`src/rtl/fetch_pkg.sv`:
```
// Purpose: shared defaults, FSM state and next-pc source encodings for the fetch PC unit.
// Latency: n/a (types and constants only).
// Backpressure: n/a.
package fetch_pkg;

  localparam int          ADDR_W_DEF       = 32;
  localparam logic [31:0] RESET_VECTOR_DEF = 32'h0000_0000;
  localparam logic [31:0] EXC_VECTOR_DEF   = 32'h8000_0180;
  localparam int          INC_DEF          = 4;

  // S_BOOT: in reset; S_RUN: normal fetch; S_HOLD: stalled with a redirect parked.
  typedef enum logic [1:0] {
    S_BOOT = 2'd0,
    S_RUN  = 2'd1,
    S_HOLD = 2'd2
  } state_t;

  // Winning next-pc source, listed highest priority first.
  typedef enum logic [2:0] {
    SEL_EXC  = 3'd0,
    SEL_BR   = 3'd1,
    SEL_JMP  = 3'd2,
    SEL_PEND = 3'd3,
    SEL_SEQ  = 3'd4
  } sel_t;

endpackage

```
`src/rtl/fetch_pc_unit_if.sv`:
```
// Purpose: redirect requests into, and fetch address out of, the fetch PC unit.
// Latency: n/a (wires only).
// Backpressure: stall from the consumer holds the pc; redirects during a stall are parked.
// Ports: stall, branch_taken/branch_address, jump_taken/jump_address, exception
//        (requester -> unit); pc, pc_plus_4, fetch_valid, misaligned (unit -> requester).
interface fetch_pc_unit_if #(
  parameter int ADDR_W = 32
);

  logic              stall;
  logic              branch_taken;
  logic [ADDR_W-1:0] branch_address;
  logic              jump_taken;
  logic [ADDR_W-1:0] jump_address;
  logic              exception;
  logic [ADDR_W-1:0] pc;
  logic [ADDR_W-1:0] pc_plus_4;
  logic              fetch_valid;
  logic              misaligned;

  // Requester side (pipeline control / testbench).
  modport master (
    output stall, branch_taken, branch_address, jump_taken, jump_address, exception,
    input  pc, pc_plus_4, fetch_valid, misaligned
  );

  // PC unit side.
  modport slave (
    input  stall, branch_taken, branch_address, jump_taken, jump_address, exception,
    output pc, pc_plus_4, fetch_valid, misaligned
  );

endinterface

```
`src/rtl/fetch_pc_unit_pc_next_sel.sv`:
```
// Purpose: priority select of the next fetch address plus redirect-target alignment check.
// Latency: combinational.
// Backpressure: none; the caller decides whether the result is applied or parked.
// Ports: request strobes/targets, pending entry and pc+INC in; sel, next_addr, next_mis out.
module pc_next_sel
  import fetch_pkg::*;
#(
  parameter int                ADDR_W     = ADDR_W_DEF,
  parameter logic [ADDR_W-1:0] EXC_VECTOR = EXC_VECTOR_DEF[ADDR_W-1:0],
  parameter int                INC        = INC_DEF
) (
  input  logic              exception,
  input  logic              branch_taken,
  input  logic [ADDR_W-1:0] branch_address,
  input  logic              jump_taken,
  input  logic [ADDR_W-1:0] jump_address,
  input  logic              pend_valid,
  input  logic [ADDR_W-1:0] pend_addr,
  input  logic              pend_mis,
  input  logic [ADDR_W-1:0] pc_inc,
  output sel_t              sel,
  output logic [ADDR_W-1:0] next_addr,
  output logic              next_mis
);

  // Low address bits that must be zero for an INC-aligned target.
  localparam logic [ADDR_W-1:0] ALIGN_MASK = ADDR_W'(INC - 1);

  logic br_mis;
  logic jmp_mis;

  assign br_mis  = (branch_address & ALIGN_MASK) != '0;
  assign jmp_mis = (jump_address & ALIGN_MASK) != '0;

  always_comb begin
    sel       = SEL_SEQ;
    next_addr = pc_inc;
    next_mis  = 1'b0;
    if (exception) begin
      // A plain exception is not a misaligned trap, so no pulse.
      sel       = SEL_EXC;
      next_addr = EXC_VECTOR;
    end else if (branch_taken) begin
      sel       = SEL_BR;
      next_addr = br_mis ? EXC_VECTOR : branch_address;
      next_mis  = br_mis;
    end else if (jump_taken) begin
      sel       = SEL_JMP;
      next_addr = jmp_mis ? EXC_VECTOR : jump_address;
      next_mis  = jmp_mis;
    end else if (pend_valid) begin
      // Pending entry already holds EXC_VECTOR if its target was misaligned.
      sel       = SEL_PEND;
      next_addr = pend_addr;
      next_mis  = pend_mis;
    end
  end

endmodule

```
`src/rtl/fetch_pc_unit.sv`:
```
// Purpose: fetch-stage program counter with branch/jump/exception redirect and stall buffering.
// Latency: one cycle from request to new pc; pc_plus_4 is combinational from pc.
// Backpressure: stall holds pc; a branch/jump arriving in a stall is parked and applied on release.
// Ports: clk, reset (sync, active-high), bus (fetch_pc_unit_if.slave).
module fetch_pc_unit
  import fetch_pkg::*;
#(
  parameter int                ADDR_W       = ADDR_W_DEF,
  parameter logic [ADDR_W-1:0] RESET_VECTOR = RESET_VECTOR_DEF[ADDR_W-1:0],
  parameter logic [ADDR_W-1:0] EXC_VECTOR   = EXC_VECTOR_DEF[ADDR_W-1:0],
  parameter int                INC          = INC_DEF
) (
  input  logic             clk,
  input  logic             reset,
  fetch_pc_unit_if.slave   bus
);

  logic [ADDR_W-1:0] pc_q;
  logic [ADDR_W-1:0] pc_inc;
  logic              mis_q;

  logic              pend_valid;
  logic [ADDR_W-1:0] pend_addr;
  logic              pend_mis;
  logic              pend_is_br;

  sel_t              sel;
  logic [ADDR_W-1:0] next_addr;
  logic              next_mis;

  state_t            state;
  state_t            state_nxt;
  logic              fetch_valid_c;
  logic              redirect_req;

  assign pc_inc       = pc_q + ADDR_W'(INC);
  assign redirect_req = bus.branch_taken | bus.jump_taken;

  pc_next_sel #(
    .ADDR_W     (ADDR_W),
    .EXC_VECTOR (EXC_VECTOR),
    .INC        (INC)
  ) u_pc_next_sel (
    .exception      (bus.exception),
    .branch_taken   (bus.branch_taken),
    .branch_address (bus.branch_address),
    .jump_taken     (bus.jump_taken),
    .jump_address   (bus.jump_address),
    .pend_valid     (pend_valid),
    .pend_addr      (pend_addr),
    .pend_mis       (pend_mis),
    .pc_inc         (pc_inc),
    .sel            (sel),
    .next_addr      (next_addr),
    .next_mis       (next_mis)
  );

  // pc, misaligned pulse and pending-redirect register.
  always_ff @(posedge clk) begin
    if (reset) begin
      pc_q       <= RESET_VECTOR;
      mis_q      <= 1'b0;
      pend_valid <= 1'b0;
      pend_addr  <= '0;
      pend_mis   <= 1'b0;
      pend_is_br <= 1'b0;
    end else if (bus.exception) begin
      // Exception ignores stall and flushes anything parked.
      pc_q       <= EXC_VECTOR;
      mis_q      <= 1'b0;
      pend_valid <= 1'b0;
      pend_addr  <= '0;
      pend_mis   <= 1'b0;
      pend_is_br <= 1'b0;
    end else if (!bus.stall) begin
      // A fresh branch/jump outranks the parked entry, so the entry is
      // always consumed or discarded on a non-stalled edge.
      pc_q       <= next_addr;
      mis_q      <= next_mis;
      pend_valid <= 1'b0;
      pend_addr  <= '0;
      pend_mis   <= 1'b0;
      pend_is_br <= 1'b0;
    end else begin
      mis_q <= 1'b0;
      // Branch always replaces the parked entry; a jump only fills an empty
      // slot or replaces a parked jump, never a parked branch.
      if ((sel == SEL_BR) || ((sel == SEL_JMP) && !(pend_valid && pend_is_br))) begin
        pend_valid <= 1'b1;
        pend_addr  <= next_addr;
        pend_mis   <= next_mis;
        pend_is_br <= (sel == SEL_BR);
      end
    end
  end

  // FSM state register.
  always_ff @(posedge clk) begin
    if (reset) begin
      state <= S_BOOT;
    end else begin
      state <= state_nxt;
    end
  end

  // FSM next state; fetch_valid follows the state register so it is low
  // exactly for the cycles that reset was sampled high.
  always_comb begin
    state_nxt     = state;
    fetch_valid_c = 1'b1;
    case (state)
      S_BOOT: begin
        fetch_valid_c = 1'b0;
        state_nxt     = S_RUN;
      end
      S_RUN: begin
        if (bus.stall && !bus.exception && redirect_req) begin
          state_nxt = S_HOLD;
        end
      end
      S_HOLD: begin
        if (!bus.stall || bus.exception) begin
          state_nxt = S_RUN;
        end
      end
      default: begin
        fetch_valid_c = 1'b0;
        state_nxt     = S_BOOT;
      end
    endcase
  end

  assign bus.pc          = pc_q;
  assign bus.pc_plus_4   = pc_inc;
  assign bus.fetch_valid = fetch_valid_c;
  assign bus.misaligned  = mis_q;

endmodule

```
`src/flat_wrapper.sv`:
```
// flat-port wrapper written by rule: the top's interface ports become plain ports
module fetch_pc_unit_flat import fetch_pkg::*;
#(
  parameter int                ADDR_W       = ADDR_W_DEF,
  parameter logic [ADDR_W-1:0] RESET_VECTOR = RESET_VECTOR_DEF[ADDR_W-1:0],
  parameter logic [ADDR_W-1:0] EXC_VECTOR   = EXC_VECTOR_DEF[ADDR_W-1:0],
  parameter int                INC          = INC_DEF
)
  (clk, reset, bus_stall, bus_branch_taken, bus_branch_address, bus_jump_taken, bus_jump_address, bus_exception, bus_pc, bus_pc_plus_4, bus_fetch_valid, bus_misaligned);
  fetch_pc_unit_if #(.ADDR_W(ADDR_W)) bus_i ();
  input  logic clk;
  input  logic reset;
  input wire logic [$bits(bus_i.stall)-1:0] bus_stall;
  input wire logic [$bits(bus_i.branch_taken)-1:0] bus_branch_taken;
  input wire logic [$bits(bus_i.branch_address)-1:0] bus_branch_address;
  input wire logic [$bits(bus_i.jump_taken)-1:0] bus_jump_taken;
  input wire logic [$bits(bus_i.jump_address)-1:0] bus_jump_address;
  input wire logic [$bits(bus_i.exception)-1:0] bus_exception;
  output wire logic [$bits(bus_i.pc)-1:0] bus_pc;
  output wire logic [$bits(bus_i.pc_plus_4)-1:0] bus_pc_plus_4;
  output wire logic [$bits(bus_i.fetch_valid)-1:0] bus_fetch_valid;
  output wire logic [$bits(bus_i.misaligned)-1:0] bus_misaligned;
  assign bus_i.stall = bus_stall;
  assign bus_i.branch_taken = bus_branch_taken;
  assign bus_i.branch_address = bus_branch_address;
  assign bus_i.jump_taken = bus_jump_taken;
  assign bus_i.jump_address = bus_jump_address;
  assign bus_i.exception = bus_exception;
  assign bus_pc = bus_i.pc;
  assign bus_pc_plus_4 = bus_i.pc_plus_4;
  assign bus_fetch_valid = bus_i.fetch_valid;
  assign bus_misaligned = bus_i.misaligned;
  fetch_pc_unit #(.ADDR_W(ADDR_W), .RESET_VECTOR(RESET_VECTOR), .EXC_VECTOR(EXC_VECTOR), .INC(INC)) u_core (.clk(clk), .reset(reset), .bus(bus_i));
endmodule
```
`config.mk`:
```
export PLATFORM = sky130hd
export DESIGN_NAME = fetch_pc_unit_flat
export DESIGN_NICKNAME = d
export VERILOG_FILES = /design/src/rtl/fetch_pkg.sv /design/src/rtl/fetch_pc_unit_if.sv /design/src/rtl/fetch_pc_unit_pc_next_sel.sv /design/src/rtl/fetch_pc_unit.sv /design/src/flat_wrapper.sv
export SDC_FILE = /design/constraint.sdc
export NUM_CORES = 1
export LEC_CHECK = 0
export CORE_MARGIN = 5
export CORE_UTILIZATION = 47
export CTS_CLUSTER_DIAMETER = 50
export DETAILED_ROUTE_END_ITERATION = 8
export PLACE_DENSITY_LB_ADDON = 0.25
export SKIP_CTS_REPAIR_TIMING = 1
export SLEW_MARGIN = 10
export SYNTH_ARGS = -nofsm -noshare
export SYNTH_HDL_FRONTEND = slang
export SYNTH_HIERARCHICAL = 1
export SYNTH_SLANG_ARGS = --single-unit
```
`constraint.sdc`:
```
create_clock -name clk -period 2.9 [get_ports clk]
set_input_delay 0.58 -clock clk [delete_from_list [all_inputs] [get_ports clk]]
set_output_delay 0.58 -clock clk [all_outputs]
set_load 0.02 [all_outputs]
```
# ---- Word level (Yosys, flattened, before mapping)
# Cells that the tools add are included.
dict set report classes {
  bitwise_logic 2
  n_reduce_logical 17
  muxes 18
  eq_ne 7
  n_addsub 1
}
# operator count
set ops {}
lappend ops {{32-bit 2-to-1 mux} 7}
lappend ops {{32-bit nonzero test} 2}
lappend ops {{32-bit by 3-bit adder with 32-bit output (second input constant)} 1}
lappend ops {{3-bit 2-to-1 mux} 4}
lappend ops {{2-bit by 1-bit inequality test with 1-bit output (second input constant)} 3}
lappend ops {{2-bit case mux with 3 select lines} 1}
lappend ops {{3-bit OR reduction} 2}
lappend ops {{1-bit logical AND} 4}
lappend ops {{1-bit 2-to-1 mux} 4}
lappend ops {{2-bit 2-to-1 mux} 2}
lappend ops {{2-bit OR reduction} 2}
lappend ops {{3-bit by 1-bit equality test with 1-bit output (second input constant)} 1}
lappend ops {{3-bit by 2-bit equality test with 1-bit output (second input constant)} 1}
lappend ops {{1-bit logical NOT} 3}
lappend ops {{2-bit by 1-bit equality test with 1-bit output (second input constant)} 1}
lappend ops {{2-bit equality test (second input constant)} 1}
lappend ops {{2-bit logical NOT} 1}
lappend ops {{1-bit logical OR} 2}
lappend ops {{2-bit AND reduction} 1}
lappend ops {{1-bit inverter} 1}
lappend ops {{1-bit OR} 1}
dict set report totals {
  out_inout_bits 66
  reg_bits 70
  input_bits 70
}

# ---- Logic depth before layout (Yosys ltp)
# Gate-level depths: netlist of the first run.
dict set report depth {
  word_depth 7
  depth_mapped 10
}

# ---- Hierarchy
# The synthesis of the first run kept the hierarchy.
# mod area_each_um2 seq_area_each_um2 n_inst cells_each
set modules_own_cells {}
lappend modules_own_cells {fetch_pc_unit 3118.0 1401.3 1 363}
lappend modules_own_cells {pc_next_sel 1144.8 0.0 1 154}

# ---- Least setup slack after synthesis of the first run
# No wires, ideal clock.
dict set report synth_timing {
  path_kind {register to register}
  start {reg u_core.pc_q[15], in the netlist u_core/bus.pc[15]}
  end {reg u_core.pc_q[31], in the netlist u_core/bus.pc[31]}
  slack_ns 0.463
  path_buffers 0
  path_stages_with_launch 10
  required_ns 2.830
  arrival_ns 2.368
  setup_ns 0.070
  path_cell_list {dfxtp_1 -> nand4_2 -> nor4_4 -> nand4_1 -> xnor2_1 -> mux2i_1 -> nand2_1 -> o221a_2 -> mux2i_1 -> a21oi_1}
}
dict set report synth_between {
  elab_chain_cells 6
}
# item line
set synth_lines {}
lappend synth_lines {{from (decl)} fetch_pc_unit.sv:18} ;# logic [ADDR_W-1:0] pc_q;
lappend synth_lines {{from (signal assigned)} fetch_pc_unit.sv:78} ;# pc_q <= next_addr;
lappend synth_lines {{32-bit by 3-bit adder with 32-bit output} fetch_pc_unit.sv:36} ;# assign pc_inc = pc_q + ADDR_W'(INC);
lappend synth_lines {{via bus_pc_plus_4[31]} flat_wrapper.sv:20} ;# output wire logic [$bits(bus_i.pc_plus_4)-1:0] bus_pc_plus_4;
lappend synth_lines {{32-bit 2-to-1 mux} fetch_pc_unit_pc_next_sel.sv:51} ;# end else if (pend_valid) begin
lappend synth_lines {{32-bit 2-to-1 mux} fetch_pc_unit_pc_next_sel.sv:47} ;# end else if (jump_taken) begin
lappend synth_lines {{32-bit 2-to-1 mux} fetch_pc_unit_pc_next_sel.sv:43} ;# end else if (branch_taken) begin
lappend synth_lines {{via u_core.next_addr[31]} fetch_pc_unit.sv:28} ;# logic [ADDR_W-1:0] next_addr;
lappend synth_lines {{32-bit 2-to-1 mux} fetch_pc_unit.sv:75} ;# end else if (!bus.stall) begin
lappend synth_lines {{32-bit 2-to-1 mux} fetch_pc_unit.sv:67} ;# end else if (bus.exception) begin
# The timed path passes the listed nets, and every way through them passes these cells. The select of a mux whose other input is x is not followed.
# A chain may end at the register's enable or synchronous reset.

# ---- Worst setup path after layout of the first run
dict set report layout_timing {
  start {reg u_core.pc_q[13], in the netlist u_core/bus.pc[13]}
  end {out bus_pc_plus_4[19]}
}
dict set report layout_between {
  elab_chain_cells 1
}
# item line
set layout_lines {}
lappend layout_lines {{32-bit by 3-bit adder with 32-bit output} fetch_pc_unit.sv:36}
lappend layout_lines {{to (decl)} flat_wrapper.sv:20}
# No other way between the ends.

==> impl_results.md, run 1 <==
- CP Launch Point: u_core/bus.pc[13]
- Largest net degree at the start of global routing: 31
- Post-layout net count: between 700 and 800
- Die W: 105 um
- Detailed Routing Iterations Pass 1: 5
- Slew HR: 52.6%
- Wire per inst: 18.1 um
- Die ar.: 0.0111 sq mm
- Slew @ Worst Pin: 0.710 ns
- Layout Cells excl Fill: 782
- Min-delay src: u_core/pend_addr[1]
- Final routed DRC violation total: 0
- Vert. Die Dim: 105 um
- FF-to-FF Start: u_core/bus.pc[3]
- PwrDens: 392 mW/mm^2
- Initial cell density of the core: between 40 and 50%
- Startpoint type of the worst setup path: flip-flop
- Register area share after synthesis: 32.9%
- CP arrival: 2.19 ns
- CTS root buf: clkbuf_8
- Area Growth Syn to Fin: 44.3%
- DR vias/cell: 5.66
- Top FF cell, synth: dfxtp_1
- Setup Viol. Count Final: 0
- Flops & latches, synth: 70
- Total track usage: 24.5%
- TritonCTS clock tree: yes
- Post-route cell area: 0.00615 sq mm
- FMAX: 0.361 GHz
- Synth Instances: 517
- Netlist cell types: 43
- DP Wirelength: roughly 9900 um
- Final Cycle Share: 95.4%
- CP max FO: 3
- Net count after synthesis: 591
- H-tree Lvls: 3
- Clk_skew: 0.00887 ns
- Fin Setup TNS: 0 ns
- Peak supply drop: roughly 0.27 mV
- Insertion delay to the later sink of the worst-skew pair: 0.34 ns
- ANT cells: 0
- Pins over their slew limit: 0
- I/O Pins: approximately 140
- Initial antenna violation count: 0
- Final Hold Vio Count: 0
- Unrepaired setup endpoints after global routing: no
- Max-Cap Viols: 0
- First DRT Iteration DRCs: 255
- Status: completed
- Worst path required time: 2.32 ns
- Inst Count DP: 763
- Avg Inst Size Synth: 8.25 sq um
- Vias in the first global route: ~4500
- Post-DRT Antenna Nets: 0
- Commonest non-fill, non-tap cell in the layout: clkdlybuf4s50_1
- Total CTS buffers: 9
- Critical Path End Type: output pin
- Leading cell types in the layout, fill and taps excluded: 111 x clkdlybuf4s50_1, 107 x nand2_1, 69 x dfxtp_1, 64 x mux2i_1, 43 x nor2_1
- Via count: 4426
- Post-layout minimum cycle time: around 2.8 ns
- Row cnt: 34
- Worst-path clk slew: 0.08 ns
- Async set or reset register ratio after synthesis: 0%
- Layout cell share with drive strength beyond 1: 12.6%
- First-pass GRT wire length: 22500 um
- LEAKAGE: between 2 and 3 nW
- Remaining global-route overflow: 0
- Post-synth EDFFs: 0
- R2R setup slack: roughly 0.54 ns
- Mapped Area: 0.00426 sq mm
- Maximum root-to-sink buffer count: 2
- Clk sinks: 70
- Worst hold path type: reg -> reg
- Global placement routability congestion: 0.880
- Critical path class: reg -> out
- Util after Layout: ~70%
- Buffers on Ports: 135
- Placed Area: 0.00584 sq mm
- Count of warnings emitted by yosys: 6
- Core ar.: 0.00876 sq mm
- Total Routed Length: 14200 um
==> layout make-up <==
type / count / area [sq um]
clock buffers: 13 / 169
clock inverters: 3 / 65.1
fillers: 696 / 2610
inverters: 10 / 37.5
multi-input cells: 403 / 2660
flip-flops and latches: 70 / 1400
well taps: 108 / 135
repair buffers: 175 / 1680
==> power breakdown <==
part | internal (mW) | leakage [nW] | switching [mW]
registers | 0.982 | 0.566 | 0.0182
logic | 0.235 | 1.95 | 0.252
clock network | 0.555 | 0.120 | 0.372
==> sequential cells by signal, summed over array words and instances, names as in the netlist <==
| name | flops |
|---|---|
| u_core/bus.misaligned | 1 |
| u_core/bus.pc | 32 |
| u_core/pend_addr | 32 |
| u_core/pend_is_br | 1 |
| u_core/pend_mis | 1 |
| u_core/pend_valid | 1 |
| u_core/state | 2 |
==> final timing paths <==
check / to / depth (start not counted)
worst min register to register: u_core/pend_addr[1] / 2
worst max register to register: u_core/bus.pc[18] / 11
worst min-delay path: u_core/pend_addr[1] / 2
worst max-delay path: bus_pc_plus_4[19] / 6
==> cells by family (layout without fill, tap and decap cells) <==
kind of cell	Yosys count	in the layout	share of synthesized area (%)
AND/OR/NAND/NOR	226	226	26.0
AO/OA/AOI/OAI	80	80	13.7
XOR/XNOR	29	29	5.96
flip-flops	70	70	32.9
adder cells (fa/ha/maj)	4	4	1.17
buffers and inverters	44	201	5.22
multiplexers	64	64	15.0
==> stage by stage <==
stage	setup slack [ns]	hold slack (ns)	power [mW]
final	0.132	0.456	2.41
after global routing	0.00699	0.480	2.50
after CTS	-0.273	0.458	2.42
after detailed placement	0.0113	0.448	1.50
after global placement	0.0820	0.441	1.49
after floorplan	0.463	0.436	1.28
==> worst max-delay path, cell delays in order, from the launching register on <==
cell            delay (ns)
dfxtp_1               0.37
nand4_1               0.20
buf_4                 0.22
or4_4                 0.45
nor2_2                0.11
xor2_1                0.22
dlymetal6s2s_1        0.27
==> synth_stat cells (2+ instances only) <==
cell | instances | area [sq um]
nand2_1 | 107 | 402
dfxtp_1 | 70 | 1400
mux2i_1 | 64 | 641
nor2_1 | 45 | 169
a21oi_1 | 40 | 200
nand2b_1 | 28 | 175
a32o_1 | 21 | 210
xnor2_1 | 21 | 184
clkbuf_1 | 13 | 48.8
buf_2 | 10 | 50.1
inv_1 | 10 | 37.5
nand4_1 | 10 | 62.6
nand3_1 | 9 | 45.0
xor2_1 | 8 | 70.1
a32o_2 | 6 | 67.6
buf_4 | 6 | 45.0
and4_1 | 4 | 35.0
ha_1 | 4 | 50.1
a221oi_1 | 3 | 26.3
and3_1 | 3 | 18.8
buf_6 | 3 | 33.8
nor3_1 | 3 | 15.0
o221a_2 | 3 | 33.8
a211oi_1 | 2 | 15.0
buf_1 | 2 | 7.51
nor2_2 | 2 | 12.5
nor3b_1 | 2 | 15.0
nor4_1 | 2 | 12.5
or2_2 | 2 | 12.5
==> per-layer routing <==
layer  up-vias  routed length [um]  GRT usage [%]
met5         -                   0              0
met4         0                 209           7.85
met3        21                1000           5.32
met2       194                7130           42.5
met1      2095                5840           30.0
li1       2116                   -              -
Note: power is estimated with default switching activity, not from simulation.
==> run 2: changes to the inputs <==
Settings changed: CORE_MARGIN 5 to unset, GPL_ROUTABILITY_DRIVEN set to 0.
==> run 2 against run 1 <==
Die area shrank 15%; critical path depth grew 1; wire length shrank 4.8%; combinational power grew 0.8%; non-clock buffer count is 3 lower; register-to-register slack worse by 0.05 ns; largest power group is now the clock network.
==> impl_results.md, run 2 (synthesis results as in run 1) <==
- Clk_skew: 0.00805 ns
- CP Buf/Inv Count: 3
- PwrDens: 417 mW/mm^2
- Buffers on Ports: 135
- Max incr delay on CP: 0.40 ns
- Clk sinks: 70
- Post-DRT Antenna Nets: 0
- Worst-path clk slew: around 0.080 ns
- First DRT Iteration DRCs: 260
- Util after Layout: 70.8%
- Critical Path End Type: output pin
- Setup Viol. Count Final: 0
- Post-layout minimum cycle time: approximately 2.8 ns
- Maximum root-to-sink buffer count: 2
- TritonCTS clock tree: yes
- CP Launch Point: u_core/bus.pc[13]
- Remaining global-route overflow: 0
- Hold Crit Endpoint: u_core/pend_addr[10]
- Hold depth: 2
- Reg-to-Reg End: u_core/bus.pc[18]
- Layout cell share with drive strength beyond 1: between 10% and 20%
- Total CTS buffers: 9
- Fillcell total: 690
- Vert. Die Dim: between 90 and 100 um
- CTS root buf: clkbuf_8
- Via count: roughly 4400
- Area Growth Syn to Fin: 45.6%
- Post-route cell area: 0.00621 sq mm
- Min-delay src: u_core/pend_addr[10]
- Leading cell types in the layout, fill and taps excluded: 112 x clkdlybuf4s50_1, 107 x nand2_1, 68 x dfxtp_1, 64 x mux2i_1, 45 x nor2_1
- ANT cells: 0
- Worst hold path type: reg -> reg
- FMAX: 0.356 GHz
- CP arrival: 2.23 ns
- CP max FO: 4
- Vias in the first global route: between 4000 and 5000
- Slowest cell on the critical path: dfxtp_1
- H-tree Lvls: 3
- Die ar.: 0.00945 sq mm
- DR vias/cell: 5.71
- Post-layout net count: between 700 and 800
- Core ar.: 0.00876 sq mm
- Design Power: 2.59 mW
- Crit path cell chain: nand4_1 -> buf_4 -> nor4_4 -> buf_4 -> nand4_1 -> xnor2_1 -> dlymetal6s2s_1
- Worst path required time: 2.32 ns
- Total track usage: 27.9%
- Max-Cap Viols: 0
- Detailed Routing Iterations Pass 1: 5
- Pins over their slew limit: 0
- Final routed DRC violation total: 0
- Slew @ Worst Pin: about 0.75 ns
- Total Routed Length: around 13000 um
- Final Hold Vio Count: 0
- R2R depth: 11
- Initial antenna violation count: 0
- Peak supply drop: 0.319 mV
- Critical path class: reg -> out
- R2R setup slack: 0.49 ns
- Initial cell density of the core: 48.6%
- Die W: about 97 um
- Slew HR: approximately half
- LEAKAGE: 2.71 nW
- Startpoint type of the worst setup path: flip-flop
- Wire per inst: 17.3 um
- FF-to-FF Start: u_core/bus.pc[13]
- Placed Area: between 0.005 and 0.006 sq mm
- Final Cycle Share: 96.9%
- Insertion delay to the later sink of the worst-skew pair: 0.35 ns
- Commonest non-fill, non-tap cell in the layout: clkdlybuf4s50_1
- CP top delay family: buffers and inverters
- Largest net degree at the start of global routing: 31
- DP Wirelength: a little over 9000 um
- First-pass GRT wire length: 21500 um
- Status: completed
- I/O Pins: 136
- Row cnt: 34
run 2: cell types whose count changed in the layout (fill, tap and decap cells not counted), moves of 2 or more:
cell	change
dlymetal6s2s_1	+3
clkbuf_2	-4
nor2_1	+2
buf_4	-3
nor2_2	-2
bufinv_16	+2
run 2: worst max-delay path by stage:
stage,endpoint,depth (start not counted)
after floorplan,u_core/bus.pc[31],9
after global placement,u_core/bus.pc[14],6
after detailed placement,u_core/pend_addr[6],6
after CTS,bus_pc_plus_4[18],7
after global routing,bus_pc_plus_4[18],7
final,bus_pc_plus_4[18],7
run 2: metal layers:
layer | up-vias | track usage, % | wire length [um]
met1 | 2139 | 33.6 | 5680
li1 | 2105 | - | -
met4 | 0 | 10.4 | 205
met5 | - | 0 | 0
met2 | 189 | 49.7 | 6760
met3 | 16 | 4.68 | 851
run 2: stage by stage:
step	setup TNS [ns]	instances	setup WS, ns	hold WS (ns)
after global placement	0	760	0.0934	0.441
after detailed placement	-0.0199	760	-0.0121	0.447
final	0	779	0.0892	0.457
after floorplan	0	517	0.463	0.436
after global routing	-0.0273	779	-0.0153	0.478
after CTS	-4.26	776	-0.317	0.457
run 2: report_power, final:
group | total (mW) | internal, mW | leakage, nW | switching, mW
clock network | 1.10 | 0.707 | 0.140 | 0.389
logic | 0.491 | 0.237 | 2.00 | 0.254
registers | 0.999 | 0.982 | 0.567 | 0.0164
total | 2.59 | 1.93 | 2.71 | 0.660
run 2: tightest hold or removal path, stage by stage, from the launching register on:
cell and delay, ns:
dfxtp_1 0.31, nand2_1 0.05, a21oi_1 0.05
run 2: cell type report:
class                   count  area, sq um  share of cell area, %
clock buffers              11          151                   2.44
clock inverters             5          129                   2.08
inverters                  10         37.5                  0.605
multi-input cells         403         2660                   42.9
flip-flops and latches     70         1400                   22.6
well taps                 108          135                   2.18
repair buffers            172         1690                   27.2
==> run 3: changes to the inputs <==
Settings changed: CELL_PAD_IN_SITES_DETAIL_PLACEMENT set to 1, CELL_PAD_IN_SITES_GLOBAL_PLACEMENT set to 2, CORE_UTILIZATION 47 to 25.
==> run 3 against run 2 <==
Combinational power barely moved; sequential power barely moved; critical path depth fell by 2; maximum frequency rose by 1.8%; clock skew barely moved; core utilization fell by 32 points; critical endpoint is now bus_pc_plus_4[6].
==> impl_results.md, run 3 (synthesis results as in run 1) <==
- FF-to-FF Start: u_core/bus.pc[3]
- Post-layout net count: between 700 and 800
- R2R setup slack: 0.61 ns
- Part of the power in registers: 38.9%
- Pins over their slew limit: 0
- Sw Pwr: 0.682 mW
- CP Launch Point: u_core/bus.pc[3]
- CTS root buf: clkbuf_16
- Slew HR: 41.2%
- Worst hold path type: reg -> reg
- Layout cell share with drive strength beyond 1: 11.0%
- Top routing layer used: met4
- H-tree Lvls: 3
- Internal cell power: 1.89 mW
- Clk_skew: 0.00784 ns
- Wire per inst: 17.7 um
- Core ar.: about 0.017 sq mm
- First DRT Iteration DRCs: 147
- Die ar.: 0.0176 sq mm
- FMAX: 0.362 GHz
- First-pass GRT wire length: 25200 um
- Die W: 133 um
- Design Power: 2.58 mW
- Unrepaired setup endpoints after global routing: no
- Initial antenna violation count: 1
- Inst Count DP: 875
- I/O Pins: ~140
- Hold slack: 0.454 ns
- PwrDens: 403 mW/mm^2
- Critical path class: reg -> out
- Peak supply drop: 0.287 mV
- Final Hold Vio Count: 0
- Initial cell density of the core: 25.6%
- Area Growth Syn to Fin: 49.9%
- LEAKAGE: between 2 and 3 nW
- CP arrival: 2.18 ns
- Row cnt: 47
- Slew @ Worst Pin: ~0.9 ns
- Commonest non-fill, non-tap cell in the layout: clkdlybuf4s50_1
- R2R depth: 11
- Total CTS buffers: 9
- DRT met1 WL: slightly above 7000 um
- Buffers on Ports: approximately 140
- Total Routed Length: 15800 um
- Max-Cap Viols: 0
- Status: completed
- Reg-to-Reg End: u_core/bus.pc[14]
- Remaining global-route overflow: 0
- Leading cell types in the layout, fill and taps excluded: 112 x clkdlybuf4s50_1, 107 x nand2_1, 69 x dfxtp_1, 64 x mux2i_1, 45 x nor2_1
- Final routed DRC violation total: 0
- Clk network pwr share: 41.9%
- Vert. Die Dim: 133 um
- TritonCTS clock tree: yes
- Largest net degree at the start of global routing: 36
- DR vias/cell: 4.84
- Via count: between 4000 and 5000
- Post-DRT Antenna Nets: 0
- CP max FO: 4
- DP Wirelength: 11500 um
- WL met3: roughly 740 um
- Switching share of total power: 26.5%
- Insertion delay to the later sink of the worst-skew pair: 0.34 ns
- Maximum root-to-sink buffer count: 2
- Routed wl met2: roughly 7600 um
- Layout Cells excl Fill: 891
- Critical Path End Type: output pin
- Startpoint type of the worst setup path: flip-flop
- Crit path capture: bus_pc_plus_4[6]
- Total track usage: 18.5%
- Worst-path clk slew: roughly 0.050 ns
- Final Cycle Share: between 90% and 100%
- Post-layout minimum cycle time: 2.76 ns
- Worst path required time: about 2.3 ns
- Vias in the first global route: about 4800
- Setup Viol. Count Final: 0
- Fin Setup TNS: 0 ns
- Detailed Routing Iterations Pass 1: 6
- Clk sinks: 70
- Logic gate share of total power: 19.2%
-- run 3: layout make-up --
type | instances | area (sq um)
repair buffers | 172 | 1720
well taps | 220 | 275
fillers | 1959 | 10300
inverters | 10 | 37.5
clock buffers | 15 | 288
flip-flops and latches | 70 | 1400
multi-input cells | 403 | 2670
diodes | 1 | 2.50
-- run 3: how the worst min path moves through the flow --
stage          cells after the start                    to  slack, ns            startpoint
4_1_cts                            2  u_core/pend_addr[17]       0.46  u_core/pend_addr[17]
2_1_floorplan                      2   u_core/pend_addr[0]       0.44   u_core/pend_addr[0]
3_5_place_dp                       2  u_core/pend_addr[25]       0.45  u_core/pend_addr[25]
5_1_grt                            2  u_core/pend_addr[21]       0.47  u_core/pend_addr[21]
6_report                           2  u_core/pend_addr[17]       0.45  u_core/pend_addr[17]
3_3_place_gp                       2  u_core/pend_addr[29]       0.44  u_core/pend_addr[29]
-- run 3: power by group through the flow --
stage	Sequential, mW	Clock [mW]	Combinational (mW)
after detailed placement	1.02	0	0.497
after floorplan	1.03	0	0.247
final	1.00	1.08	0.494
after CTS	1.00	1.11	0.502
after global routing	1.00	1.15	0.540
after global placement	1.02	0	0.488
-- run 3: per-stage QoR --
step,setup slack [ns],utilization (%),cell area (sq um)
finish,0.139,38.4,6390
global route,0.00356,38.4,6390
CTS,-0.306,37.9,6310
detailed placement,0.0777,36.2,6030
global placement,0.0618,36.2,6030
floorplan,0.463,-,4260
-- run 3: per-layer routing --
layer,vias up,track usage [%]
li1,2102,-
met1,2073,22.7
met2,118,31.6
met3,18,3.37
met4,0,7.41
met5,-,0
-- run 3: critical path, cell delays in order (launching register included) --
cell	delay, ns
dfxtp_1	0.37
ha_1	0.20
nand3_1	0.19
buf_4	0.21
xnor2_1	0.23
clkdlybuf4s50_1	0.65
